### src/rtl/mem_arb_if.sv
// rtl/mem_arb_if.sv - instruction/data request-response ports and shared bus of mem_arb
interface mem_arb_if;
    logic [63:0] im_req_addr;
    logic        im_req_valid;
    logic        im_req_ready;
    logic [63:0] im_resp_rdata;
    logic        im_resp_valid;

    logic [63:0] dm_req_addr;
    logic [63:0] dm_req_wdata;
    logic [7:0]  dm_req_wmask;
    logic        dm_req_wen;
    logic        dm_req_valid;
    logic        dm_req_ready;
    logic [63:0] dm_resp_rdata;
    logic        dm_resp_valid;

    logic [63:0] bus_req_addr;
    logic [63:0] bus_req_wdata;
    logic [7:0]  bus_req_wmask;
    logic        bus_req_wen;
    logic        bus_req_valid;
    logic        bus_req_ready;
    logic [63:0] bus_resp_rdata;
    logic        bus_resp_valid;

    modport slave (
        input  im_req_addr, im_req_valid,
        output im_req_ready, im_resp_rdata, im_resp_valid,
        input  dm_req_addr, dm_req_wdata, dm_req_wmask, dm_req_wen, dm_req_valid,
        output dm_req_ready, dm_resp_rdata, dm_resp_valid,
        output bus_req_addr, bus_req_wdata, bus_req_wmask, bus_req_wen, bus_req_valid,
        input  bus_req_ready, bus_resp_rdata, bus_resp_valid
    );

    modport master (
        output im_req_addr, im_req_valid,
        input  im_req_ready, im_resp_rdata, im_resp_valid,
        output dm_req_addr, dm_req_wdata, dm_req_wmask, dm_req_wen, dm_req_valid,
        input  dm_req_ready, dm_resp_rdata, dm_resp_valid,
        input  bus_req_addr, bus_req_wdata, bus_req_wmask, bus_req_wen, bus_req_valid,
        output bus_req_ready, bus_resp_rdata, bus_resp_valid
    );
endinterface

### src/rtl/mem_arb.sv
// rtl/mem_arb.sv - two-port memory arbiter, one outstanding bus transaction
// MEM_ARB_RR_EN selects round-robin arbitration; fixed dm-over-im priority otherwise.
module mem_arb (
    input  logic      clk,
    input  logic      rst,
    mem_arb_if.slave  arb
);
    typedef enum logic [1:0] {IDLE, WAIT_IM, WAIT_DM} state_t;
    localparam logic SEL_IM = 1'b0;
    localparam logic SEL_DM = 1'b1;

    state_t state, state_next;
    logic   lock, lock_next;
    logic   lock_sel, lock_sel_next;
    logic   last_sel, last_sel_next;
    logic   grant, grant_valid, handshake;

    always_ff @(posedge clk) begin
        if (rst) begin
            state    <= IDLE;
            lock     <= 1'b0;
            lock_sel <= SEL_IM;
            last_sel <= SEL_IM;
        end else begin
            state    <= state_next;
            lock     <= lock_next;
            lock_sel <= lock_sel_next;
            last_sel <= last_sel_next;
        end
    end

    always_comb begin
        state_next    = state;
        lock_next     = lock;
        lock_sel_next = lock_sel;
        last_sel_next = last_sel;

        // A stalled request keeps its grant even if the other port becomes valid.
        grant = SEL_IM;
        if (lock) begin
            grant = lock_sel;
        end else begin
`ifdef MEM_ARB_RR_EN
            if (arb.im_req_valid && arb.dm_req_valid)
                grant = ~last_sel;
            else
                grant = arb.dm_req_valid ? SEL_DM : SEL_IM;
`else
            grant = arb.dm_req_valid ? SEL_DM : SEL_IM;
`endif
        end

        grant_valid       = (grant == SEL_DM) ? arb.dm_req_valid : arb.im_req_valid;
        arb.bus_req_valid = (state == IDLE) && grant_valid;
        handshake         = arb.bus_req_valid && arb.bus_req_ready;
        arb.im_req_ready  = handshake && (grant == SEL_IM);
        arb.dm_req_ready  = handshake && (grant == SEL_DM);

        arb.bus_req_addr  = 64'd0;
        arb.bus_req_wdata = 64'd0;
        arb.bus_req_wmask = 8'd0;
        arb.bus_req_wen   = 1'b0;
        if (arb.bus_req_valid) begin
            if (grant == SEL_DM) begin
                arb.bus_req_addr  = arb.dm_req_addr;
                arb.bus_req_wdata = arb.dm_req_wdata;
                arb.bus_req_wmask = arb.dm_req_wmask;
                arb.bus_req_wen   = arb.dm_req_wen;
            end else begin
                arb.bus_req_addr  = arb.im_req_addr;
            end
        end

        arb.im_resp_rdata = arb.bus_resp_rdata;
        arb.dm_resp_rdata = arb.bus_resp_rdata;
        arb.im_resp_valid = (state == WAIT_IM) && arb.bus_resp_valid;
        arb.dm_resp_valid = (state == WAIT_DM) && arb.bus_resp_valid;

        case (state)
            IDLE: begin
                if (handshake) begin
                    state_next    = (grant == SEL_DM) ? WAIT_DM : WAIT_IM;
                    last_sel_next = grant;
                    lock_next     = 1'b0;
                end else if (arb.bus_req_valid) begin
                    lock_next     = 1'b1;
                    lock_sel_next = grant;
                end
            end
            WAIT_IM, WAIT_DM: begin
                if (arb.bus_resp_valid)
                    state_next = IDLE;
            end
            default: state_next = IDLE;
        endcase
    end
endmodule

### src/flat_wrapper.sv
// flat-port wrapper written by rule: the top's interface ports become plain ports
module mem_arb_flat 
  (clk, rst, arb_im_req_addr, arb_im_req_valid, arb_im_req_ready, arb_im_resp_rdata, arb_im_resp_valid, arb_dm_req_addr, arb_dm_req_wdata, arb_dm_req_wmask, arb_dm_req_wen, arb_dm_req_valid, arb_dm_req_ready, arb_dm_resp_rdata, arb_dm_resp_valid, arb_bus_req_addr, arb_bus_req_wdata, arb_bus_req_wmask, arb_bus_req_wen, arb_bus_req_valid, arb_bus_req_ready, arb_bus_resp_rdata, arb_bus_resp_valid);
  mem_arb_if arb_i ();
  input  logic clk;
  input  logic rst;
  input wire logic [$bits(arb_i.im_req_addr)-1:0] arb_im_req_addr;
  input wire logic [$bits(arb_i.im_req_valid)-1:0] arb_im_req_valid;
  output wire logic [$bits(arb_i.im_req_ready)-1:0] arb_im_req_ready;
  output wire logic [$bits(arb_i.im_resp_rdata)-1:0] arb_im_resp_rdata;
  output wire logic [$bits(arb_i.im_resp_valid)-1:0] arb_im_resp_valid;
  input wire logic [$bits(arb_i.dm_req_addr)-1:0] arb_dm_req_addr;
  input wire logic [$bits(arb_i.dm_req_wdata)-1:0] arb_dm_req_wdata;
  input wire logic [$bits(arb_i.dm_req_wmask)-1:0] arb_dm_req_wmask;
  input wire logic [$bits(arb_i.dm_req_wen)-1:0] arb_dm_req_wen;
  input wire logic [$bits(arb_i.dm_req_valid)-1:0] arb_dm_req_valid;
  output wire logic [$bits(arb_i.dm_req_ready)-1:0] arb_dm_req_ready;
  output wire logic [$bits(arb_i.dm_resp_rdata)-1:0] arb_dm_resp_rdata;
  output wire logic [$bits(arb_i.dm_resp_valid)-1:0] arb_dm_resp_valid;
  output wire logic [$bits(arb_i.bus_req_addr)-1:0] arb_bus_req_addr;
  output wire logic [$bits(arb_i.bus_req_wdata)-1:0] arb_bus_req_wdata;
  output wire logic [$bits(arb_i.bus_req_wmask)-1:0] arb_bus_req_wmask;
  output wire logic [$bits(arb_i.bus_req_wen)-1:0] arb_bus_req_wen;
  output wire logic [$bits(arb_i.bus_req_valid)-1:0] arb_bus_req_valid;
  input wire logic [$bits(arb_i.bus_req_ready)-1:0] arb_bus_req_ready;
  input wire logic [$bits(arb_i.bus_resp_rdata)-1:0] arb_bus_resp_rdata;
  input wire logic [$bits(arb_i.bus_resp_valid)-1:0] arb_bus_resp_valid;
  assign arb_i.im_req_addr = arb_im_req_addr;
  assign arb_i.im_req_valid = arb_im_req_valid;
  assign arb_im_req_ready = arb_i.im_req_ready;
  assign arb_im_resp_rdata = arb_i.im_resp_rdata;
  assign arb_im_resp_valid = arb_i.im_resp_valid;
  assign arb_i.dm_req_addr = arb_dm_req_addr;
  assign arb_i.dm_req_wdata = arb_dm_req_wdata;
  assign arb_i.dm_req_wmask = arb_dm_req_wmask;
  assign arb_i.dm_req_wen = arb_dm_req_wen;
  assign arb_i.dm_req_valid = arb_dm_req_valid;
  assign arb_dm_req_ready = arb_i.dm_req_ready;
  assign arb_dm_resp_rdata = arb_i.dm_resp_rdata;
  assign arb_dm_resp_valid = arb_i.dm_resp_valid;
  assign arb_bus_req_addr = arb_i.bus_req_addr;
  assign arb_bus_req_wdata = arb_i.bus_req_wdata;
  assign arb_bus_req_wmask = arb_i.bus_req_wmask;
  assign arb_bus_req_wen = arb_i.bus_req_wen;
  assign arb_bus_req_valid = arb_i.bus_req_valid;
  assign arb_i.bus_req_ready = arb_bus_req_ready;
  assign arb_i.bus_resp_rdata = arb_bus_resp_rdata;
  assign arb_i.bus_resp_valid = arb_bus_resp_valid;
  mem_arb u_core (.clk(clk), .rst(rst), .arb(arb_i));
endmodule
### config.mk
export PLATFORM = sky130hd
export DESIGN_NAME = mem_arb_flat
export DESIGN_NICKNAME = d
export VERILOG_FILES = /design/src/rtl/mem_arb_if.sv /design/src/rtl/mem_arb.sv /design/src/flat_wrapper.sv
export SDC_FILE = /design/constraint.sdc
export NUM_CORES = 1
export LEC_CHECK = 0
export ABC_AREA = 1
export CAP_MARGIN = 30
export CORE_AREA = 2 2 207 209
export DETAILED_ROUTE_END_ITERATION = 8
export DIE_AREA = 0 0 209 211
export PLACE_DENSITY_LB_ADDON = 0.25
export REMOVE_ABC_BUFFERS = 1
export SLEW_MARGIN = 20
export SYNTH_ARGS = -nofsm -noshare
export SYNTH_HDL_FRONTEND = slang
export SYNTH_SLANG_ARGS = --single-unit
### constraint.sdc
create_clock -name clk -period 2.7 [get_ports clk]
set_input_delay 0.675 -clock clk [delete_from_list [all_inputs] [get_ports clk]]
set_output_delay 0.675 -clock clk [all_outputs]
set_load 0.02 [all_outputs]
; Word-level counts from Yosys, hierarchy flattened
; Index checks and enable logic that the tools add are counted.
[totals]
reg_bits = 4
output_inout_bits = 270
[classes]
n_eq_ne = 4
n_mux = 17
bitwise = 2
reduce_logical = 12
[op_table]
columns = operator, n
row1 = two-way mux 64 bit, 4
row2 = two-way mux 8 bit, 2
row3 = two-way mux 1 bit, 7
row4 = logical AND 1 bit, 6
row5 = two-way mux 2 bit, 3
row6 = one-hot mux 2 bit (2 select lines), 1
row7 = AND reduction 2 bit, 2
row8 = AND reduction 3 bit, 1
row9 = equality test 2 x 1 -> 1 bit (second input constant), 1
row10 = equality test 2 bit (second input constant), 1
row11 = zero test 2 bit, 1
row12 = inequality test 2 x 1 -> 1 bit (second input constant), 1
row13 = inequality test 2 bit (second input constant), 1
row14 = NOT 1 bit, 2
row15 = nonzero test 2 bit, 1
row16 = OR reduction 2 bit, 1

; Logic depth before layout (Yosys ltp)
[depth]
depth_word = 7
ltp_mapped = 9
depth_no_buf = 8

; Worst setup path before layout
; Ideal clock, no wire load.
[synth_timing]
path_type = input -> output
from = in arb_dm_req_valid
to = out arb_bus_req_addr[29]
arrival_time_ns = 1.590
required_ns = 2.025
path_slack_ns = 0.435
cell_stages = 5
path_buffers = 2
cell_sequence = nand3b_1 -> nand3_4 -> buf_6 -> buf_4 -> a21oi_1
[synth_via]
elab_chain_len = 5
word_cells_on_any_way = 6
[synth_rtl]
columns = element, line
row1 = start: declaration, flat_wrapper.sv:16  ; input wire logic [$bits(arb_i.dm_req_valid)-1:0] arb_dm_req_valid;
row2 = two-way mux 1 bit, mem_arb.sv:49  ; grant = arb.dm_req_valid ? SEL_DM : SEL_IM;
row3 = two-way mux 1 bit, mem_arb.sv:40  ; if (lock) begin
row4 = two-way mux 1 bit, mem_arb.sv:53  ; grant_valid = (grant == SEL_DM) ? arb.dm_req_valid : arb.im_req_valid;
row5 = logical AND 1 bit, mem_arb.sv:54  ; arb.bus_req_valid = (state == IDLE) && grant_valid;
row6 = two-way mux 64 bit (*), mem_arb.sv:63  ; if (arb.bus_req_valid) begin
row7 = end: declaration, flat_wrapper.sv:20  ; output wire logic [$bits(arb_i.bus_req_addr)-1:0] arb_bus_req_addr;
; Every way passes the cells marked *; elsewhere a longest branch is shown, timed or not.

; Worst setup path in the final report
[layout_timing]
from = in arb_bus_resp_valid
to = out arb_im_resp_valid
[layout_via]
elab_chain_len = 1
[layout_rtl]
columns = element, line
row1 = start: declaration, flat_wrapper.sv:27  ; input wire logic [$bits(arb_i.bus_resp_valid)-1:0] arb_bus_resp_valid;
row2 = logical AND 1 bit, mem_arb.sv:76  ; arb.im_resp_valid = (state == WAIT_IM) && arb.bus_resp_valid;
row3 = end: declaration, flat_wrapper.sv:11  ; output wire logic [$bits(arb_i.im_resp_valid)-1:0] arb_im_resp_valid;
; Every way passes these cells.

==> results.json <==
{
  "status": "finished, final reports clean",
  "final_layout_size_suffix_gt1_share_pct": 27.2,
  "final_hold_viol_count": 0,
  "drtIter0Drc": 259,
  "initial_utilization_pct": 7.02,
  "ios": 541,
  "synth-seq-cells": 4,
  "startpoint": "arb_bus_resp_valid",
  "portBuffers": 348,
  "required_ns": 2.03,
  "detail-route-antenna-nets": 0,
  "drc": 0,
  "max_freq_mhz": 386,
  "slew-limit-headroom_pct": 81.4,
  "power_frac_seq_pct": 2.2,
  "critPathLaunchType": "input port",
  "htree_levels": 1,
  "grt_overflow": 0,
  "internal-power_uw": 2030,
  "post-dp-hpwl_um": 29200,
  "numCtsBuffers": 3,
  "vias_per_cell": 3.33,
  "min-delay-start": "u_core.lock",
  "rsz0062_at_grt": "false",
  "routed_wl_um": 33600,
  "globalplace.congestion": 0.851,
  "dieArea_sq_um": 44100,
  "antenna_found_initial": 1,
  "postLayoutCoreUtil_pct": 14.6,
  "die_h_um": 211,
  "worstMarginPinSlew_ns": 0.278,
  "r2r_end": "u_core.lock",
  "r2r_cells": 10,
  "final.setup.tns_ns": 0,
  "dr.pass1.iters": 4,
  "slew_violations": 0,
  "finalCritPeriodShare_pct": 95.9,
  "min_path_type": "register to register",
  "p_sw_share_pct": 54.5,
  "vias": 4384,
  "grt_pass1_wl_um": 42000,
  "ys_types": 20,
  "cp-endpoint": "arb_im_resp_valid",
  "power_frac_clock_pct": 5.1,
  "nNetsFinal": 1052,
  "syn2layout_area_growth_pct": 108,
  "cts.sink_count": 4,
  "r2r_start": "u_core.state[0]",
  "p_leak_uw": 0.00264,
  "ir_worst_vdd_mv": 0.264,
  "synthCells": 552,
  "rows": 75,
  "grt.total_usage_pct": 14.4,
  "crit_path_end_kind": "output port",
  "reg2reg_setup_slack_ns": 1.13,
  "ys_warn_count": 0,
  "p_total_uw": 4470,
  "grt_pass1_vias": 4331,
  "root_buffer": "clkbuf_16",
  "critPathMaxFanout": 3,
  "period_minus_slack_ns": 2.59,
  "cts_tree": "done",
  "grt_max_degree": 44,
  "critPathKind": "input port to output port",
  "cap_viol_max_count": 0,
  "design.core.area_sq_um": 41800,
  "seq_area_frac_synth_pct": 2.73,
  "setup_violations": 0,
  "wl_per_cell_um": 25.5,
  "power_density_nw_per_um2": 735,
  "power_frac_comb_pct": 92.7,
  "clkTransAtPathRegs_ns": 0.03,
  "switchingPower_uw": 2440,
  "worstPathArrival_ns": 1.92,
  "die_w_um": 209,
  "syn_avg_cell_area_sq_um": 5.31,
  "fin_worst_skew_ns": 0.00259,
  "clock_path_buffers": 2,
  "synth_area_sq_um": 2930,
  "fill_cells": 4905,
  "whs_ns": 0.501,
  "clk_latency_ns": 0.22
}
## critical path, stage by stage
cell             delay [ns]
clkdlybuf4s50_1        0.50
nand2_1                0.06
inv_1                  0.05
clkdlybuf4s50_1        0.63
## power by group through the flow
stage               Sequential (uW)  Combinational [uW]  Clock, uW
floorplan                      96.3                1870          0
global placement               98.4                4110          0
detailed placement             98.5                4090          0
CTS                            97.5                4210        232
global route                    103                4460        238
finish                         99.0                4150        228
## routing by layer
layer	global-route usage [%]	share of wire, %
met1	11.5	29
met5	7.34	1.2
met2	24.2	46
met4	3.55	2.9
met3	14.0	20
## how the worst min path moves through the flow
stage,depth (start not counted),to,slack (ns)
floorplan,2,u_core.lock,0.46
global placement,2,u_core.lock,0.49
detailed placement,2,u_core.lock,0.49
CTS,2,u_core.lock,0.50
global route,2,u_core.lock,0.53
finish,2,u_core.lock,0.50
## cells by family after synthesis
logic type / Yosys count / share of synthesized area [%]
AOI/OAI and AO/OA: 69 / 14.2
adders and majority gates: 3 / 1.28
buffers and inverters: 177 / 42.4
DFF: 4 / 2.73
and+or+nand+nor: 299 / 39.4
## flip-flops by register name, summed over array words and instances (netlist names)
| name | count |
|---|---|
| u_core.state | 2 |
| u_core.lock | 1 |
| u_core.lock_sel | 1 |
## cells in the mapped netlist, drive strengths merged
master	count	area share (%)
nand2	214	28
a21oi	67	14
nand3b	1	0.26
ha	3	1.3
dfxtp	4	2.7
nor2	79	10
o21ai	1	0.17
clkbuf	5	0.64
inv	12	1.5
buf	160	40
nand3	4	1.3
nor3	1	0.17
o21bai	1	0.26
## through the flow
step / area [sq um] / cells / setup slack (ns)
after CTS: 6090 / 1315 / 0.00596
after floorplan: 1730 / 387 / -1.17
after global routing: 6090 / 1315 / 0.0359
after detailed placement: 6210 / 1305 / -0.796
after global placement: 6210 / 1305 / -0.811
final: 6090 / 1316 / 0.109
## cells in the final DEF (no fill, tap or decap)
cell type,synthesis,routed
nand2_1,212,211
clkdlybuf4s50_1,0,206
buf_2,19,89
nor2_1,79,78
a21oi_1,49,45
buf_4,134,36
clkdlybuf4s15_2,0,32
a21oi_2,18,20
inv_1,10,10
buf_12,0,9
buf_6,7,6
dfxtp_1,4,4
ha_1,3,3
clkbuf_16,0,3
buf_16,0,3
inv_2,2,2
nand2_2,2,2
nand3_4,1,2
a21oi_4,0,2
nand3_1,2,2
bufbuf_16,0,2
diode_2,0,1
nand3b_1,1,1
nand2_4,0,1
nor2_2,0,1
nor3_1,1,1
o21ai_1,1,1
o21bai_1,1,1
dlygate4sd2_1,0,1
clkdlybuf4s15_1,0,1
clkbuf_2,0,1
## repair_timing
item,4_1_cts,5_1_grt
gates cloned,4,0
resized for setup,546,10
setup endpoints to repair,140,27
pin swaps,2,2
buffers inserted,4,0
hold buffers,0,0
## area by class of cell
type / instances / area (sq um) / area share (%)
Timing Repair Buffer: 386 / 3560 / 58.4
Inverter: 12 / 45.0 / 0.740
Sequential cell: 4 / 80.1 / 1.31
Clock buffer: 3 / 75.1 / 1.23
Antenna cell: 1 / 2.50 / 0.0411
Tap cell: 539 / 674 / 11.1
Multi-Input combinational cell: 371 / 1660 / 27.2
Power figures use the tool's default switching activity.
==> variant: new RTL, config.mk and constraints unchanged <==
Re-encode `state_t` (3 states) as one-hot, 3 bits wide.
--- a/src/rtl/mem_arb.sv
+++ b/src/rtl/mem_arb.sv
@@ -7,3 +7,3 @@
 );
-    typedef enum logic [1:0] {IDLE, WAIT_IM, WAIT_DM} state_t;
+    typedef enum logic [2:0] {IDLE = 3'b001, WAIT_IM = 3'b010, WAIT_DM = 3'b100} state_t;
     localparam logic SEL_IM = 1'b0;
Formal check against the unedited RTL: no difference found for any inputs over 4 cycles, from zero or initial values and one cycle with rst high; so few cycles prove little.
==> variant against the unedited design <==
Routed wire length down 20%. Sequential cell count rose by 1. Final cell count up 1.3%. First-iteration DRC count shrank 11%. Sequential power down 6.7%. Combinational power is 42% lower. Synthesized area down 3.4%. Worst setup slack got worse by 17 ps. Total power down 39%. Cell area rose by 5.2%. Critical path type unchanged.
==> variant: results (changes against the unedited design) <==
stage	metric	value	unit	change
status	outcome	completed		
clocking	Clock Tree Buf Depth	2		unchanged
global_routing	antenna violations before repair	3		+2
setup_path	largest stage delay on the critical path	630	ps	about the same
cells_and_area	Largest regs	u_core.state: 3 flops, u_core.lock: 1 flops, u_core.lock_sel: 1 flops		
logic_synthesis	Async SR Flop Fraction	0	%	unchanged
placement	I/O Buffers	348		unchanged
logic_synthesis	post-synth cell types	15		-25%
logic_synthesis	top-area cell type share of the netlist area	35.8	%	+1.5 points
placement	routability congestion estimate from global placement	0.706		-17%
drt	Routed Wire Length	26.9	mm	-20%
cells_and_area	Layout Nets	1066		+1.3%
cells_and_area	Inserted Diodes	0		-1
global_routing	vias in the first global route	4489		+3.6%
cells_and_area	share of layout cells above drive strength 1	25.9	%	-1.2 points
drt	1st-iter DRT viols	231		-11%
power	IR drop worst, VDD	173	µV	-35%
global_routing	largest net degree at the start of global routing	25		-43%
timing	Clock Skew	1.02	ps	-1.58 ps
global_routing	first-pass GRT wire length	35.0	mm	-17%
timing	slew at the pin with the worst max-slew slack	354	ps	+75.9 ps
global_routing	gr usage total	11.4	%	-3.0 points
logic_synthesis	sequential area share after synthesis	3.54	%	+0.80 points
power	leakage	2.80	nW	+6.2%
logic_synthesis	most common library cells after synthesis	208 x nand2_1, 135 x buf_4, 86 x nor2_1		
placement	Final HPWL DP	21.3	mm	-27%
logic_synthesis	leading post-synthesis cells by cell area	buf_4 36%, nand2_1 28%, a21oi_1 12%		
==> variant: cell count changes in the layout (fill, tap and decap cells not counted), moves of 4 or more <==
| cell | change |
|---|---|
| clkdlybuf4s15_2 | +4 |
| buf_6 | -4 |
| buf_12 | +8 |
| a21oi_1 | +17 |
| buf_2 | -9 |
| nor2_1 | +6 |
| dlygate4sd2_1 | +6 |
| a21oi_2 | -18 |
==> variant: kinds of logic (layout without fill, tap and decap cells) <==
family	Yosys count	count (layout)	synth area share (%)
AOI/OAI and AO/OA	67	67	11.9
buffers and inverters	176	419	43.2
DFF	5	5	3.54
and+or+nand+nor	303	303	41.3
==> variant: metal layers <==
layer / global-route usage, % / part of all wire, %
met5: 7.34 / 1.7
met2: 15.8 / 38
met3: 10.9 / 21
met1: 12.2 / 38
met4: 1.48 / 1.3
==> variant: path summary, 6_finish.rpt <==
check,end,slack (ps),cells after the start
worst min register to register,u_core.lock,520,2
worst max-delay path,arb_dm_resp_valid,90,4
worst min-delay path,u_core.lock,520,2
worst max register to register,u_core.lock,1130,8
==> variant: cell type report <==
type | count | area (µm²) | area share, %
Sequential cell | 5 | 100 | 1.56
Multi-Input combinational cell | 370 | 1590 | 24.8
Timing Repair Buffer | 404 | 3920 | 61.1
Clock buffer | 4 | 78.8 | 1.23
Tap cell | 539 | 674 | 10.5
Inverter | 11 | 48.8 | 0.762
==> variant: worst register-to-register path, delay by kind of cell (launching register included) <==
family,cells,cell delay (ps)
buf+inv,3,510
simple gates,4,500
flops,1,390
compound gates,1,50
==> variant: timing repair <==
| action | CTS | global route |
|---|---|---|
| buffers inserted | 1 | 1 |
| endpoints found under the setup margin | 140 | 79 |
| pin swaps | 3 | 0 |
| gates resized for setup | 502 | 25 |
| cloned | 7 | 1 |
==> variant: through the flow <==
stage | cells | power (mW) | cell area, µm² | setup slack (ps)
2_1_floorplan | 386 | 1.02 | 1650 | -1160
3_3_place_gp | 1319 | 2.46 | 6360 | -758
3_5_place_dp | 1319 | 2.44 | 6360 | -718
4_1_cts | 1331 | 2.76 | 6470 | -66.0
5_1_grt | 1333 | 2.92 | 6400 | 33.7
6_report | 1333 | 2.73 | 6400 | 92.8
==> variant: power by group through the flow <==
stage                     Clock [mW]  Sequential [mW]  Combinational [mW]
final                          0.242           0.0924                2.39
after global routing           0.254           0.0938                2.57
after CTS                      0.247           0.0924                2.42
after detailed placement           0           0.0927                2.35
after global placement             0           0.0925                2.37
after floorplan                    0           0.0906               0.934
